## src/rtl/otter_fetch_pkg.sv

```systemverilog
// Shared types and constants for the OTTER instruction-fetch front end.
package otter_fetch_pkg;

  localparam logic [31:0] OTTER_NOP = 32'h0000_0013;

  typedef struct packed {
    logic [31:0] pc;
    logic [31:0] ir;
  } fetch_entry_t;

  typedef enum logic {
    RUN_IDLE   = 1'b0,
    RUN_ACTIVE = 1'b1
  } run_state_e;

endpackage

```

## src/rtl/otter_fetch_buffer_if.sv

```systemverilog
// Memory-port and decode-handshake bundle of the fetch buffer.
interface otter_fetch_buffer_if #(
  parameter int unsigned DEPTH  = 4,
  parameter int unsigned ADDR_W = 14
);
  localparam int unsigned CNT_W = $clog2(DEPTH + 1);

  logic              IMEM_RDEN;
  logic [ADDR_W-1:0] IMEM_ADDR;
  logic [31:0]       IMEM_DATA;
  logic              REDIRECT;
  logic [31:0]       REDIRECT_PC;
  logic              DE_READY;
  logic              DE_VALID;
  logic [31:0]       DE_IR;
  logic [31:0]       DE_PC;
  logic [CNT_W-1:0]  COUNT;

  // Fetch-buffer side.
  modport master (
    output IMEM_RDEN, IMEM_ADDR, DE_VALID, DE_IR, DE_PC, COUNT,
    input  IMEM_DATA, REDIRECT, REDIRECT_PC, DE_READY
  );

  // Memory / PC-source / decode side.
  modport slave (
    input  IMEM_RDEN, IMEM_ADDR, DE_VALID, DE_IR, DE_PC, COUNT,
    output IMEM_DATA, REDIRECT, REDIRECT_PC, DE_READY
  );

endinterface

```

## src/rtl/otter_fetch_fifo.sv

```systemverilog
// DEPTH-entry ring of {pc, ir} entries; flush wins over push and pop.
module otter_fetch_fifo
  import otter_fetch_pkg::*;
#(
  parameter int unsigned DEPTH = 4
) (
  input  logic                         clk,
  input  logic                         rst_n,
  input  logic                         push_i,
  input  fetch_entry_t                 entry_i,
  input  logic                         pop_i,
  input  logic                         flush_i,
  output fetch_entry_t                 head_o,
  output logic [$clog2(DEPTH+1)-1:0]   count_o
);

  localparam int unsigned PTR_W = $clog2(DEPTH);
  localparam int unsigned CNT_W = $clog2(DEPTH + 1);

  fetch_entry_t     mem_q [DEPTH];
  logic [PTR_W-1:0] rd_ptr_q, rd_ptr_d;
  logic [PTR_W-1:0] wr_ptr_q, wr_ptr_d;
  logic [CNT_W-1:0] count_q, count_d;

  always_comb begin
    rd_ptr_d = rd_ptr_q;
    wr_ptr_d = wr_ptr_q;
    count_d  = count_q;
    if (flush_i) begin
      rd_ptr_d = '0;
      wr_ptr_d = '0;
      count_d  = '0;
    end else begin
      if (push_i) wr_ptr_d = wr_ptr_q + PTR_W'(1);
      if (pop_i)  rd_ptr_d = rd_ptr_q + PTR_W'(1);
      if (push_i && !pop_i)      count_d = count_q + CNT_W'(1);
      else if (!push_i && pop_i) count_d = count_q - CNT_W'(1);
    end
  end

  always_ff @(posedge clk or negedge rst_n) begin
    if (!rst_n) begin
      rd_ptr_q <= '0;
      wr_ptr_q <= '0;
      count_q  <= '0;
    end else begin
      rd_ptr_q <= rd_ptr_d;
      wr_ptr_q <= wr_ptr_d;
      count_q  <= count_d;
    end
  end

  // Storage needs no reset: an entry is only read once count covers it.
  always_ff @(posedge clk) begin
    if (push_i && !flush_i) mem_q[wr_ptr_q] <= entry_i;
  end

  assign head_o  = mem_q[rd_ptr_q];
  assign count_o = count_q;

endmodule

```

## src/rtl/otter_fetch_buffer.sv

```systemverilog
// OTTER prefetch queue with credit-based issue and redirect flush.
// Optional OTTER_FETCH_STATS_EN adds STAT_BUBBLES / STAT_FLUSHES counters.
module otter_fetch_buffer
  import otter_fetch_pkg::*;
#(
  parameter int unsigned DEPTH     = 4,
  parameter int unsigned ADDR_W    = 14,
  parameter logic [31:0] RESET_VEC = 32'h0000_0000
) (
  input  logic                  CLK,
  input  logic                  RST_N,
  otter_fetch_buffer_if.master  bus
`ifdef OTTER_FETCH_STATS_EN
  ,
  output logic [31:0]           STAT_BUBBLES,
  output logic [31:0]           STAT_FLUSHES
`endif
);

  localparam int unsigned CNT_W = $clog2(DEPTH + 1);
  localparam int unsigned OCC_W = CNT_W + 1;

  run_state_e   run_q, run_d;
  logic [31:0]  fetch_pc_q, fetch_pc_d;
  logic         pend_q, pend_d;
  logic [31:0]  pend_pc_q, pend_pc_d;

  logic [CNT_W-1:0] count;
  fetch_entry_t     head;
  fetch_entry_t     push_entry;
  logic             run, de_valid, pop, push, issue;
  logic [31:0]      redirect_pc, issue_pc;
  logic [OCC_W-1:0] occ_after;

  assign run         = (run_q == RUN_ACTIVE);
  assign redirect_pc = bus.REDIRECT_PC & ~32'h0000_0003;
  assign de_valid    = (count != '0);
  assign pop         = de_valid & bus.DE_READY & ~bus.REDIRECT;
  assign push        = pend_q & ~bus.REDIRECT;
  assign issue_pc    = bus.REDIRECT ? redirect_pc : fetch_pc_q;

  // Credit check: a slot is reserved for every request still in flight.
  assign occ_after = OCC_W'(count) + OCC_W'(pend_q) - OCC_W'(pop);
  assign issue     = run & (bus.REDIRECT | (occ_after < OCC_W'(DEPTH)));

  assign push_entry = '{pc: pend_pc_q, ir: bus.IMEM_DATA};

  otter_fetch_fifo #(.DEPTH(DEPTH)) u_fifo (
    .clk     (CLK),
    .rst_n   (RST_N),
    .push_i  (push),
    .entry_i (push_entry),
    .pop_i   (pop),
    .flush_i (bus.REDIRECT),
    .head_o  (head),
    .count_o (count)
  );

  always_comb begin
    run_d      = run_q;
    fetch_pc_d = fetch_pc_q;
    pend_d     = 1'b0;
    pend_pc_d  = pend_pc_q;
    case (run_q)
      RUN_IDLE:   run_d = RUN_ACTIVE;
      RUN_ACTIVE: run_d = RUN_ACTIVE;
      default:    run_d = RUN_IDLE;
    endcase
    if (issue) begin
      fetch_pc_d = issue_pc + 32'd4;
      pend_d     = 1'b1;
      pend_pc_d  = issue_pc;
    end else if (bus.REDIRECT) begin
      fetch_pc_d = redirect_pc;
    end
  end

  always_ff @(posedge CLK or negedge RST_N) begin
    if (!RST_N) begin
      run_q      <= RUN_IDLE;
      fetch_pc_q <= RESET_VEC;
      pend_q     <= 1'b0;
      pend_pc_q  <= '0;
    end else begin
      run_q      <= run_d;
      fetch_pc_q <= fetch_pc_d;
      pend_q     <= pend_d;
      pend_pc_q  <= pend_pc_d;
    end
  end

  assign bus.IMEM_RDEN = issue;
  assign bus.IMEM_ADDR = issue_pc[ADDR_W+1:2];
  assign bus.DE_VALID  = de_valid;
  assign bus.DE_IR     = de_valid ? head.ir : OTTER_NOP;
  assign bus.DE_PC     = de_valid ? head.pc : 32'h0000_0000;
  assign bus.COUNT     = count;

`ifdef OTTER_FETCH_STATS_EN
  logic [31:0] bubbles_q, flushes_q;

  // Saturating event counters.
  always_ff @(posedge CLK or negedge RST_N) begin
    if (!RST_N) begin
      bubbles_q <= '0;
      flushes_q <= '0;
    end else begin
      if (run && bus.DE_READY && !de_valid && (bubbles_q != 32'hFFFF_FFFF))
        bubbles_q <= bubbles_q + 32'd1;
      if (bus.REDIRECT && (flushes_q != 32'hFFFF_FFFF))
        flushes_q <= flushes_q + 32'd1;
    end
  end

  assign STAT_BUBBLES = bubbles_q;
  assign STAT_FLUSHES = flushes_q;
`endif

endmodule
```

## src/flat_wrapper.sv

```systemverilog
// flat-port wrapper written by rule: the top's interface ports become plain ports
module otter_fetch_buffer_flat import otter_fetch_pkg::*;
#(
  parameter int unsigned DEPTH     = 4,
  parameter int unsigned ADDR_W    = 14,
  parameter logic [31:0] RESET_VEC = 32'h0000_0000
)
  (CLK, RST_N, bus_IMEM_RDEN, bus_IMEM_ADDR, bus_DE_VALID, bus_DE_IR, bus_DE_PC, bus_COUNT, bus_IMEM_DATA, bus_REDIRECT, bus_REDIRECT_PC, bus_DE_READY);
  otter_fetch_buffer_if #(.DEPTH(DEPTH), .ADDR_W(ADDR_W)) bus_i ();
  input  logic CLK;
  input  logic RST_N;
  output wire logic [$bits(bus_i.IMEM_RDEN)-1:0] bus_IMEM_RDEN;
  output wire logic [$bits(bus_i.IMEM_ADDR)-1:0] bus_IMEM_ADDR;
  output wire logic [$bits(bus_i.DE_VALID)-1:0] bus_DE_VALID;
  output wire logic [$bits(bus_i.DE_IR)-1:0] bus_DE_IR;
  output wire logic [$bits(bus_i.DE_PC)-1:0] bus_DE_PC;
  output wire logic [$bits(bus_i.COUNT)-1:0] bus_COUNT;
  input wire logic [$bits(bus_i.IMEM_DATA)-1:0] bus_IMEM_DATA;
  input wire logic [$bits(bus_i.REDIRECT)-1:0] bus_REDIRECT;
  input wire logic [$bits(bus_i.REDIRECT_PC)-1:0] bus_REDIRECT_PC;
  input wire logic [$bits(bus_i.DE_READY)-1:0] bus_DE_READY;
  assign bus_IMEM_RDEN = bus_i.IMEM_RDEN;
  assign bus_IMEM_ADDR = bus_i.IMEM_ADDR;
  assign bus_DE_VALID = bus_i.DE_VALID;
  assign bus_DE_IR = bus_i.DE_IR;
  assign bus_DE_PC = bus_i.DE_PC;
  assign bus_COUNT = bus_i.COUNT;
  assign bus_i.IMEM_DATA = bus_IMEM_DATA;
  assign bus_i.REDIRECT = bus_REDIRECT;
  assign bus_i.REDIRECT_PC = bus_REDIRECT_PC;
  assign bus_i.DE_READY = bus_DE_READY;
  otter_fetch_buffer #(.DEPTH(DEPTH), .ADDR_W(ADDR_W), .RESET_VEC(RESET_VEC)) u_core (.CLK(CLK), .RST_N(RST_N), .bus(bus_i));
endmodule
```

## config.mk

```make
export PLATFORM = sky130hd
export DESIGN_NAME = otter_fetch_buffer_flat
export DESIGN_NICKNAME = d
export VERILOG_FILES = /design/src/rtl/otter_fetch_pkg.sv /design/src/rtl/otter_fetch_buffer_if.sv /design/src/rtl/otter_fetch_fifo.sv /design/src/rtl/otter_fetch_buffer.sv /design/src/flat_wrapper.sv
export SDC_FILE = /design/constraint.sdc
export NUM_CORES = 1
export LEC_CHECK = 0
export ABC_AREA = 1
export BUFFER_PORTS_ARGS = -buffer_cell sky130_fd_sc_hd__buf_2
export CAP_MARGIN = 30
export CELL_PAD_IN_SITES_DETAIL_PLACEMENT = 1
export CELL_PAD_IN_SITES_GLOBAL_PLACEMENT = 1
export CORE_MARGIN = 1
export CORE_UTILIZATION = 50
export CTS_CLUSTER_DIAMETER = 50
export DETAILED_ROUTE_END_ITERATION = 8
export GPL_TIMING_DRIVEN = 0
export PLACE_DENSITY = 0.86
export SLEW_MARGIN = 0
export SYNTH_ARGS = -nofsm -noshare
export SYNTH_HDL_FRONTEND = slang
export SYNTH_HIERARCHICAL = 1
export SYNTH_SLANG_ARGS = --single-unit
export TNS_END_PERCENT = 30
```

## constraint.sdc

```tcl
create_clock -name CLK -period 11 [get_ports CLK]
set_input_delay 1.1 -clock CLK [delete_from_list [all_inputs] [get_ports CLK]]
set_output_delay 1.1 -clock CLK [all_outputs]
set_load 0.02 [all_outputs]
```

## Word-level counts from Yosys, hierarchy flattened

Memory sizes are Yosys's and may differ from the RTL's.
Cells that the tools add are included.

- RAM bits: 256
- Input bits: 68
- Bits in registers: 73
- Output and inout bits: 83
- Memories: 1

- $lt $le $gt $ge: 1
- Mux-type cells: 14
- Bitwise logic cells: 6
- Reductions and logical operators: 10
- $add $sub $neg: 7

Memories:

| name | depth | bits a word | rd ports | clocked after memory_dff | wr ports | line | RTL |
|---|---|---|---|---|---|---|---|
| u_core.u_fifo.mem_q | 4 | 64 | 1 | 0 | 1 | otter_fetch_fifo.sv:20 | `fetch_entry_t mem_q [DEPTH];` |

Operators by type and width:

| kind | count |
|---|---|
| 32-bit two-way mux | 4 |
| 32-bit by 3-bit adder with 32-bit output, second input constant | 1 |
| 3-bit two-way mux | 3 |
| 2-bit two-way mux | 4 |
| 3-bit nonzero test | 2 |
| 2-bit by 1-bit adder with 2-bit output, second input constant | 2 |
| 3-bit by 1-bit adder with 4-bit output | 1 |
| 1-bit bitwise AND | 4 |
| 4-bit by 3-bit less-than comparator with 1-bit output, second input constant | 1 |
| 2-bit nonzero test | 2 |
| 4-bit by 1-bit subtractor with 4-bit output | 1 |
| 3-bit by 1-bit adder with 3-bit output, second input constant | 1 |
| 1-bit logical AND | 3 |
| 1-bit zero test | 3 |
| 1-bit two-way mux | 3 |
| 3-bit by 1-bit subtractor with 3-bit output, second input constant | 1 |
| 1-bit NOT | 1 |
| 1-bit OR | 1 |

## Depth between registers and ports, before layout

- Depth in word-level cells: 8
- Depth in mapped cells: 19

## Cells and area by module

Netlist, hierarchy kept.

Modules (own cells, without submodules):

| module | cells an instance | area an instance (um2) | seq. area each (um2) | instances |
|---|---|---|---|---|
| otter_fetch_fifo | 675 | 9917.0 | 7862.5 | 1 |
| otter_fetch_buffer | 692 | 4536.9 | 1651.6 | 1 |

## Worst setup path before layout

No wires, ideal clock.

- Path kind: input port to flip-flop
- Start: input bus_REDIRECT
- End: memory u_core/u_fifo/mem_q[0][0] in the netlist's numbering (enable)
- Library setup time: 0.486 ns
- Path buffers: 3
- Stages on the path: 6
- Slack: 5.995 ns
- Arrival time: 4.519 ns
- Cells stage by stage: buf_6 buf_6 buf_6 nor2_1 nand2_1 nor2_1

- Longest elaborated chain between the ends: 5
- Elaborated cells on any way between the ends: 6

RTL lines:

| what | line | RTL |
|---|---|---|
| start: declaration | flat_wrapper.sv:19 | `input wire logic [$bits(bus_i.REDIRECT)-1:0] bus_REDIRECT;` |
| 1-bit NOT | otter_fetch_buffer.sv:39 | `assign push = pend_q & ~bus.REDIRECT;` |
| 1-bit bitwise AND | otter_fetch_buffer.sv:39 |  |
| named net u_core.push | otter_fetch_buffer.sv:31 | `logic run, de_valid, pop, push, issue;` |
| 1-bit logical AND | otter_fetch_fifo.sv:55 | `if (push_i && !flush_i) mem_q[wr_ptr_q] <= entry_i;` |
| 1-bit two-way mux | otter_fetch_fifo.sv:55 |  |
| 1-bit two-way mux (not written as such) | otter_fetch_fifo.sv:55 |  |
| end: declaration | otter_fetch_fifo.sv:20 |  |

The timed path passes the listed nets, and every way through them passes these cells.

## Final worst setup path

- Start: register u_core.u_fifo.count_q[2] (netlist: u_core/u_fifo/count_o[2])
- End: output bus_IMEM_RDEN

- Longest elaborated chain between the ends: 7
- Elaborated cells on any way between the ends: 8

RTL lines:

| what | line | RTL |
|---|---|---|
| start: declaration | otter_fetch_fifo.sv:23 | `logic [CNT_W-1:0] count_q, count_d;` |
| start signal: assignment | otter_fetch_fifo.sv:49 | `count_q <= count_d;` |
| 3-bit nonzero test | otter_fetch_buffer.sv:37 | `assign de_valid = (count != '0);` |
| 1-bit bitwise AND (2 in series) | otter_fetch_buffer.sv:38 | `assign pop = de_valid & bus.DE_READY & ~bus.REDIRECT;` |
| named net u_core.pop | otter_fetch_buffer.sv:31 |  |
| 4-bit by 1-bit subtractor with 4-bit output | otter_fetch_buffer.sv:43 | `assign occ_after = OCC_W'(count) + OCC_W'(pend_q) - OCC_W'(pop);` |
| 4-bit by 3-bit less-than comparator with 1-bit output | otter_fetch_buffer.sv:44 | `assign issue = run & (bus.REDIRECT \| (occ_after < OCC_W'(DEPTH)));` |
| 1-bit OR | otter_fetch_buffer.sv:44 |  |
| 1-bit bitwise AND | otter_fetch_buffer.sv:44 |  |
| end: declaration | flat_wrapper.sv:12 | `output wire logic [$bits(bus_i.IMEM_RDEN)-1:0] bus_IMEM_RDEN;` |

The timed path passes the listed nets, and every way through them passes these cells.

==> report_table.html <==
<table>
<tr><th>Metric</th><th>Value</th></tr>
<tr><th colspan="2">Outcome</th></tr>
<tr><td>Outcome</td><td>finished, final reports clean</td></tr>
<tr><th colspan="2">Global route</th></tr>
<tr><td>Vias in the first global route</td><td>roughly 12000</td></tr>
<tr><td>Overall Global Routing Usage</td><td>29.8%</td></tr>
<tr><td>Wire length of the first global-routing pass</td><td>around 66000 µm</td></tr>
<tr><td>Antenna violations before repair</td><td>0</td></tr>
<tr><td>Congestion Overflow GR</td><td>0</td></tr>
<tr><td>Maximum number of pins on one net before global-route repair</td><td>54</td></tr>
<tr><th colspan="2">Worst setup path</th></tr>
<tr><td>Critical Setup Path Class</td><td>register to primary output</td></tr>
<tr><td>Arrival time of data at the critical path endpoint</td><td>about 4500 ps</td></tr>
<tr><td>Startpoint type of the worst setup path</td><td>register</td></tr>
<tr><td>Peak fanout along the critical path</td><td>11</td></tr>
<tr><td>Critical path startpoint</td><td>u_core/u_fifo/count_o[2]</td></tr>
<tr><td>Worst Path Required</td><td>between 9000 and 10000 ps</td></tr>
<tr><td>Startpoint of the most critical register-to-register path</td><td>u_core/u_fifo/count_o[2]</td></tr>
<tr><td>CP endpoint kind</td><td>primary output</td></tr>
<tr><th colspan="2">Routing</th></tr>
<tr><td>Pre-Repair DR Iteration Count</td><td>5</td></tr>
<tr><td>Number of nets still failing antenna checks after routing</td><td>0</td></tr>
<tr><td>Average vias per placed instance</td><td>approximately 5.6</td></tr>
<tr><td>Via total after detailed routing</td><td>10997</td></tr>
<tr><td>Average routed wire per standard cell</td><td>around 22 µm</td></tr>
<tr><td>Number of design rule violations left after detail routing</td><td>0</td></tr>
<tr><td>Starting DRC count in detailed routing</td><td>slightly above 900</td></tr>
<tr><td>Sum of routed wire length over all layers</td><td>about 43000 µm</td></tr>
<tr><th colspan="2">Clocking</th></tr>
<tr><td>Clock root buffer</td><td>sky130_fd_sc_hd__clkbuf_16</td></tr>
<tr><td>Htree depth</td><td>2</td></tr>
<tr><td>TritonCTS Sinks</td><td>around 330</td></tr>
<tr><td>Post-CTS setup buffers</td><td>0</td></tr>
<tr><td>Clock buffer count from CTS</td><td>40</td></tr>
<tr><td>Bufs on Longest Clock Path</td><td>3</td></tr>
<tr><td>Latest clock arrival within the worst-skew pair</td><td>between 500 and 600 ps</td></tr>
<tr><td>CTS tree</td><td>done</td></tr>
<tr><td>Count of instances resized after the clock tree is built</td><td>0</td></tr>
<tr><td>Clock-pin slew reported for the worst setup and hold paths after clock tree synthesis</td><td>approximately 60 ps</td></tr>
<tr><td>Count of hold buffers inserted by post-cts repair</td><td>0</td></tr>
<tr><th colspan="2">STA</th></tr>
<tr><td>Worst rel slew slack</td><td>47.4%</td></tr>
<tr><td>Final number of setup-violating endpoints</td><td>0</td></tr>
<tr><td>Worst hold-check slack</td><td>487 ps</td></tr>
<tr><td>Share of the cycle needed by the critical path after routing</td><td>roughly half</td></tr>
<tr><td>RSZ-0062 raised after global routing</td><td>false</td></tr>
<tr><td>Final critical path time including I/O delays and setup</td><td>roughly 5600 ps</td></tr>
<tr><td>Worst-case clock skew</td><td>between 15 and 20 ps</td></tr>
<tr><td>Actual slew at the worst max-slew pin</td><td>~790 ps</td></tr>
<tr><td>Final hold violation count</td><td>0</td></tr>
<tr><td>Count of final max-slew check failures</td><td>0</td></tr>
<tr><td>Summed negative setup slack over all endpoints</td><td>0 ps</td></tr>
<tr><td>Maximum clock frequency</td><td>about 180 MHz</td></tr>
<tr><th colspan="2">Die</th></tr>
<tr><td>Total die area</td><td>just under 0.03 mm²</td></tr>
<tr><td>Total core area</td><td>roughly 0.028 mm²</td></tr>
<tr><td>Chip width</td><td>172 µm</td></tr>
<tr><td>Number of placement rows</td><td>61</td></tr>
<tr><td>Initial Util</td><td>between 50% and 60%</td></tr>
<tr><td>Die Y</td><td>~170 µm</td></tr>
<tr><td>Top-level I/O count</td><td>151</td></tr>
<tr><th colspan="2">Power and ir drop</th></tr>
<tr><td>Switching portion of total power</td><td>a little over a third</td></tr>
<tr><td>Pwr per Cell Area</td><td>roughly 240 mW/mm²</td></tr>
<tr><td>Clock network fraction of total power</td><td>between 30% and 40%</td></tr>
<tr><td>Pleak</td><td>around 7.1 nW</td></tr>
<tr><td>Proportion of power drawn by combinational gates</td><td>roughly 29%</td></tr>
<tr><td>Worst VDD drop</td><td>0.125 mV</td></tr>
<tr><td>Net Sw Power</td><td>1.49 mW</td></tr>
<tr><td>Internal power</td><td>about 2.6 mW</td></tr>
<tr><td>Total power after layout</td><td>between 4 and 5 mW</td></tr>
<tr><td>Sequential share of power</td><td>roughly 40%</td></tr>
<tr><th colspan="2">Yosys</th></tr>
<tr><td>Netlist cell types</td><td>33</td></tr>
<tr><td>Sequential cell area fraction in the yosys report</td><td>approximately two thirds</td></tr>
<tr><td>Gate Count Post-Synth</td><td>about 1400</td></tr>
<tr><td>Post-synthesis sequential element count</td><td>~330</td></tr>
<tr><td>Nets in the synthesized netlist</td><td>between 1000 and 1500</td></tr>
<tr><td>Mapped Area</td><td>between 0.01 and 0.015 mm²</td></tr>
<tr><td>Syn avg cell area</td><td>about 11 µm²</td></tr>
<tr><td>Synthesis warning total</td><td>6</td></tr>
<tr><th colspan="2">Run</th></tr>
<tr><td>Max-cap check violation count</td><td>0</td></tr>
<tr><th colspan="2">Cells and area</th></tr>
<tr><td>Fraction of layout cells with a size suffix above 1</td><td>a little over a fifth</td></tr>
<tr><td>Area overhead of the layout relative to synthesis</td><td>18.9%</td></tr>
<tr><td>End-of-flow core utilization</td><td>between 60% and 70%</td></tr>
<tr><td>Final layout net count</td><td>1645</td></tr>
<tr><th colspan="2">Min path</th></tr>
<tr><td>Hold WC Path Type</td><td>primary input to asynchronous set/reset pin</td></tr>
<tr><th colspan="2">Placed design</th></tr>
<tr><td>Final Wtd Congestion</td><td>around 0.91</td></tr>
<tr><td>Total half-perimeter wirelength after legalization and detailed placement</td><td>slightly below 30000 µm</td></tr>
<tr><td>Port Buf Inserts</td><td>~150</td></tr>
</table>
## metal layers
layer | routed length [µm] | GRT usage (%) | vias to the layer above
met3 | 2350 | 4.72 | 92
met5 | 0 | 0 | -
li1 | - | - | 5001
met4 | 1310 | 11.7 | 0
met2 | 22500 | 54.1 | 411
met1 | 17300 | 35.4 | 5493
## stage by stage
| step | instances | instance area (µm²) | worst slack, ps |
|---|---|---|---|
| after floorplan | 1367 | 14500 | 5990 |
| after global placement | 1893 | 15700 | 3630 |
| after detailed placement | 1902 | 15900 | 5610 |
| after CTS | 1975 | 17200 | 5000 |
| after global routing | 1976 | 17200 | 5070 |
| final | 1977 | 17200 | 5410 |
## power groups by stage
| stage | Clock (mW) | Combinational (mW) | Sequential (mW) |
|---|---|---|---|
| 3_3_place_gp | 0 | 1.07 | 1.65 |
| 4_1_cts | 1.30 | 1.17 | 1.64 |
| 6_report | 1.28 | 1.17 | 1.64 |
| 2_1_floorplan | 0 | 0.718 | 1.62 |
| 5_1_grt | 1.34 | 1.27 | 1.65 |
| 3_5_place_dp | 0 | 1.14 | 1.66 |
## state kept, by name, summed over array words and instances, names as in the netlist
| register | flops |
|---|---|
| u_core/fetch_pc_q | 32 |
| u_core/pend_pc_q | 32 |
| u_core/pend_q | 1 |
| u_core/run | 1 |
| u_core/u_fifo/count_o | 3 |
| u_core/u_fifo/mem_q | 256 |
| u_core/u_fifo/rd_ptr_q | 2 |
| u_core/u_fifo/wr_ptr_q | 2 |
## cell type report
| cell class | instances | area (µm²) |
|---|---|---|
| Antenna cell | 1 | 2.50 |
| Buffer | 84 | 551 |
| Clock buffer | 42 | 1020 |
| Clock inverter | 31 | 269 |
| Fill cell | 3070 | 10900 |
| Inverter | 135 | 514 |
| Multi-Input combinational cell | 819 | 3910 |
| Sequential cell | 329 | 9510 |
| Tap cell | 378 | 473 |
| Timing Repair Buffer | 158 | 946 |
## final timing paths
kind	endpoint	slack [ps]	cells after the start
setup reg to reg	u_core/pend_pc_q[29]	6870	18
max in group asynchronous	u_core/u_fifo/count_o[0]	9940	2
hold reg to reg	u_core/fetch_pc_q[0]	510	2
setup / recovery	bus_IMEM_RDEN	5410	17
min in group CLK	u_core/fetch_pc_q[0]	510	2
hold / removal	u_core/fetch_pc_q[24]	490	1
## worst max-delay path, cell delays in order, from the launching register on
cell and delay [ps]:
sky130_fd_sc_hd__dfrtp_1 450, sky130_fd_sc_hd__nor3_1 220, sky130_fd_sc_hd__clkbuf_4 230, sky130_fd_sc_hd__clkbuf_1 560, sky130_fd_sc_hd__clkbuf_1 450, sky130_fd_sc_hd__nor2_1 210, sky130_fd_sc_hd__ha_1 230, sky130_fd_sc_hd__inv_1 50
sky130_fd_sc_hd__ha_1 210, sky130_fd_sc_hd__nand3_1 100, sky130_fd_sc_hd__nand3_1 70, sky130_fd_sc_hd__nand2_1 60, sky130_fd_sc_hd__nand2_1 80, sky130_fd_sc_hd__nand2_1 170, sky130_fd_sc_hd__nand2_1 100, sky130_fd_sc_hd__inv_1 190
sky130_fd_sc_hd__buf_2 340, sky130_fd_sc_hd__buf_2 230
## synth_stat cells
cell | number | area share [%]
sky130_fd_sc_hd__o21ai_2 | 7 | 0.42
sky130_fd_sc_hd__xor2_1 | 13 | 0.79
sky130_fd_sc_hd__o21ai_0 | 119 | 4.1
sky130_fd_sc_hd__dfrtp_1 | 73 | 13
sky130_fd_sc_hd__a21oi_2 | 1 | 0.061
sky130_fd_sc_hd__clkbuf_1 | 29 | 0.75
sky130_fd_sc_hd__nand3_2 | 2 | 0.14
sky130_fd_sc_hd__edfxtp_1 | 256 | 53
sky130_fd_sc_hd__nor2_4 | 1 | 0.078
sky130_fd_sc_hd__inv_2 | 5 | 0.13
sky130_fd_sc_hd__buf_8 | 1 | 0.10
sky130_fd_sc_hd__or2_2 | 6 | 0.26
sky130_fd_sc_hd__o22ai_1 | 65 | 2.8
sky130_fd_sc_hd__nor2_1 | 236 | 6.1
sky130_fd_sc_hd__fa_1 | 1 | 0.14
sky130_fd_sc_hd__a21oi_1 | 2 | 0.069
sky130_fd_sc_hd__ha_1 | 9 | 0.78
sky130_fd_sc_hd__inv_4 | 1 | 0.043
sky130_fd_sc_hd__nand2_1 | 213 | 5.5
sky130_fd_sc_hd__conb_1 | 1 | 0.026
sky130_fd_sc_hd__nand4_1 | 15 | 0.65
sky130_fd_sc_hd__inv_1 | 128 | 3.3
sky130_fd_sc_hd__nor2_2 | 13 | 0.56
sky130_fd_sc_hd__o21a_1 | 1 | 0.052
sky130_fd_sc_hd__inv_6 | 1 | 0.061
sky130_fd_sc_hd__nor3_1 | 4 | 0.14
sky130_fd_sc_hd__buf_6 | 17 | 1.3
sky130_fd_sc_hd__buf_4 | 20 | 1.0
sky130_fd_sc_hd__nand3_1 | 38 | 1.3
sky130_fd_sc_hd__o21ai_1 | 50 | 1.7
sky130_fd_sc_hd__buf_2 | 17 | 0.59
sky130_fd_sc_hd__nand2_2 | 20 | 0.87
sky130_fd_sc_hd__nor3_2 | 2 | 0.14
## placed cells by master (no fill, tap or decap), drive strengths merged, types with 2 or more instances in the layout
master | Yosys | layout
edfxtp | 256 | 256
nor2 | 250 | 250
nand2 | 233 | 233
buf | 55 | 212
o21ai | 176 | 176
inv | 135 | 143
dfrtp | 73 | 73
clkbuf | 29 | 72
o22ai | 65 | 65
nand3 | 40 | 40
clkinv | 0 | 21
nand4 | 15 | 15
xor2 | 13 | 13
ha | 9 | 9
or2 | 6 | 6
nor3 | 6 | 6
a21oi | 3 | 3
bufinv | 0 | 2
## kinds of logic after synthesis
kind of cell	share of synthesized area, %
flops	65.8
fa+ha+maj	0.918
compound gates	9.27
other cells	0.0259
buf+inv	7.37
xor+xnor	0.788
simple gates	15.8
(Power assumes the default switching activity.)
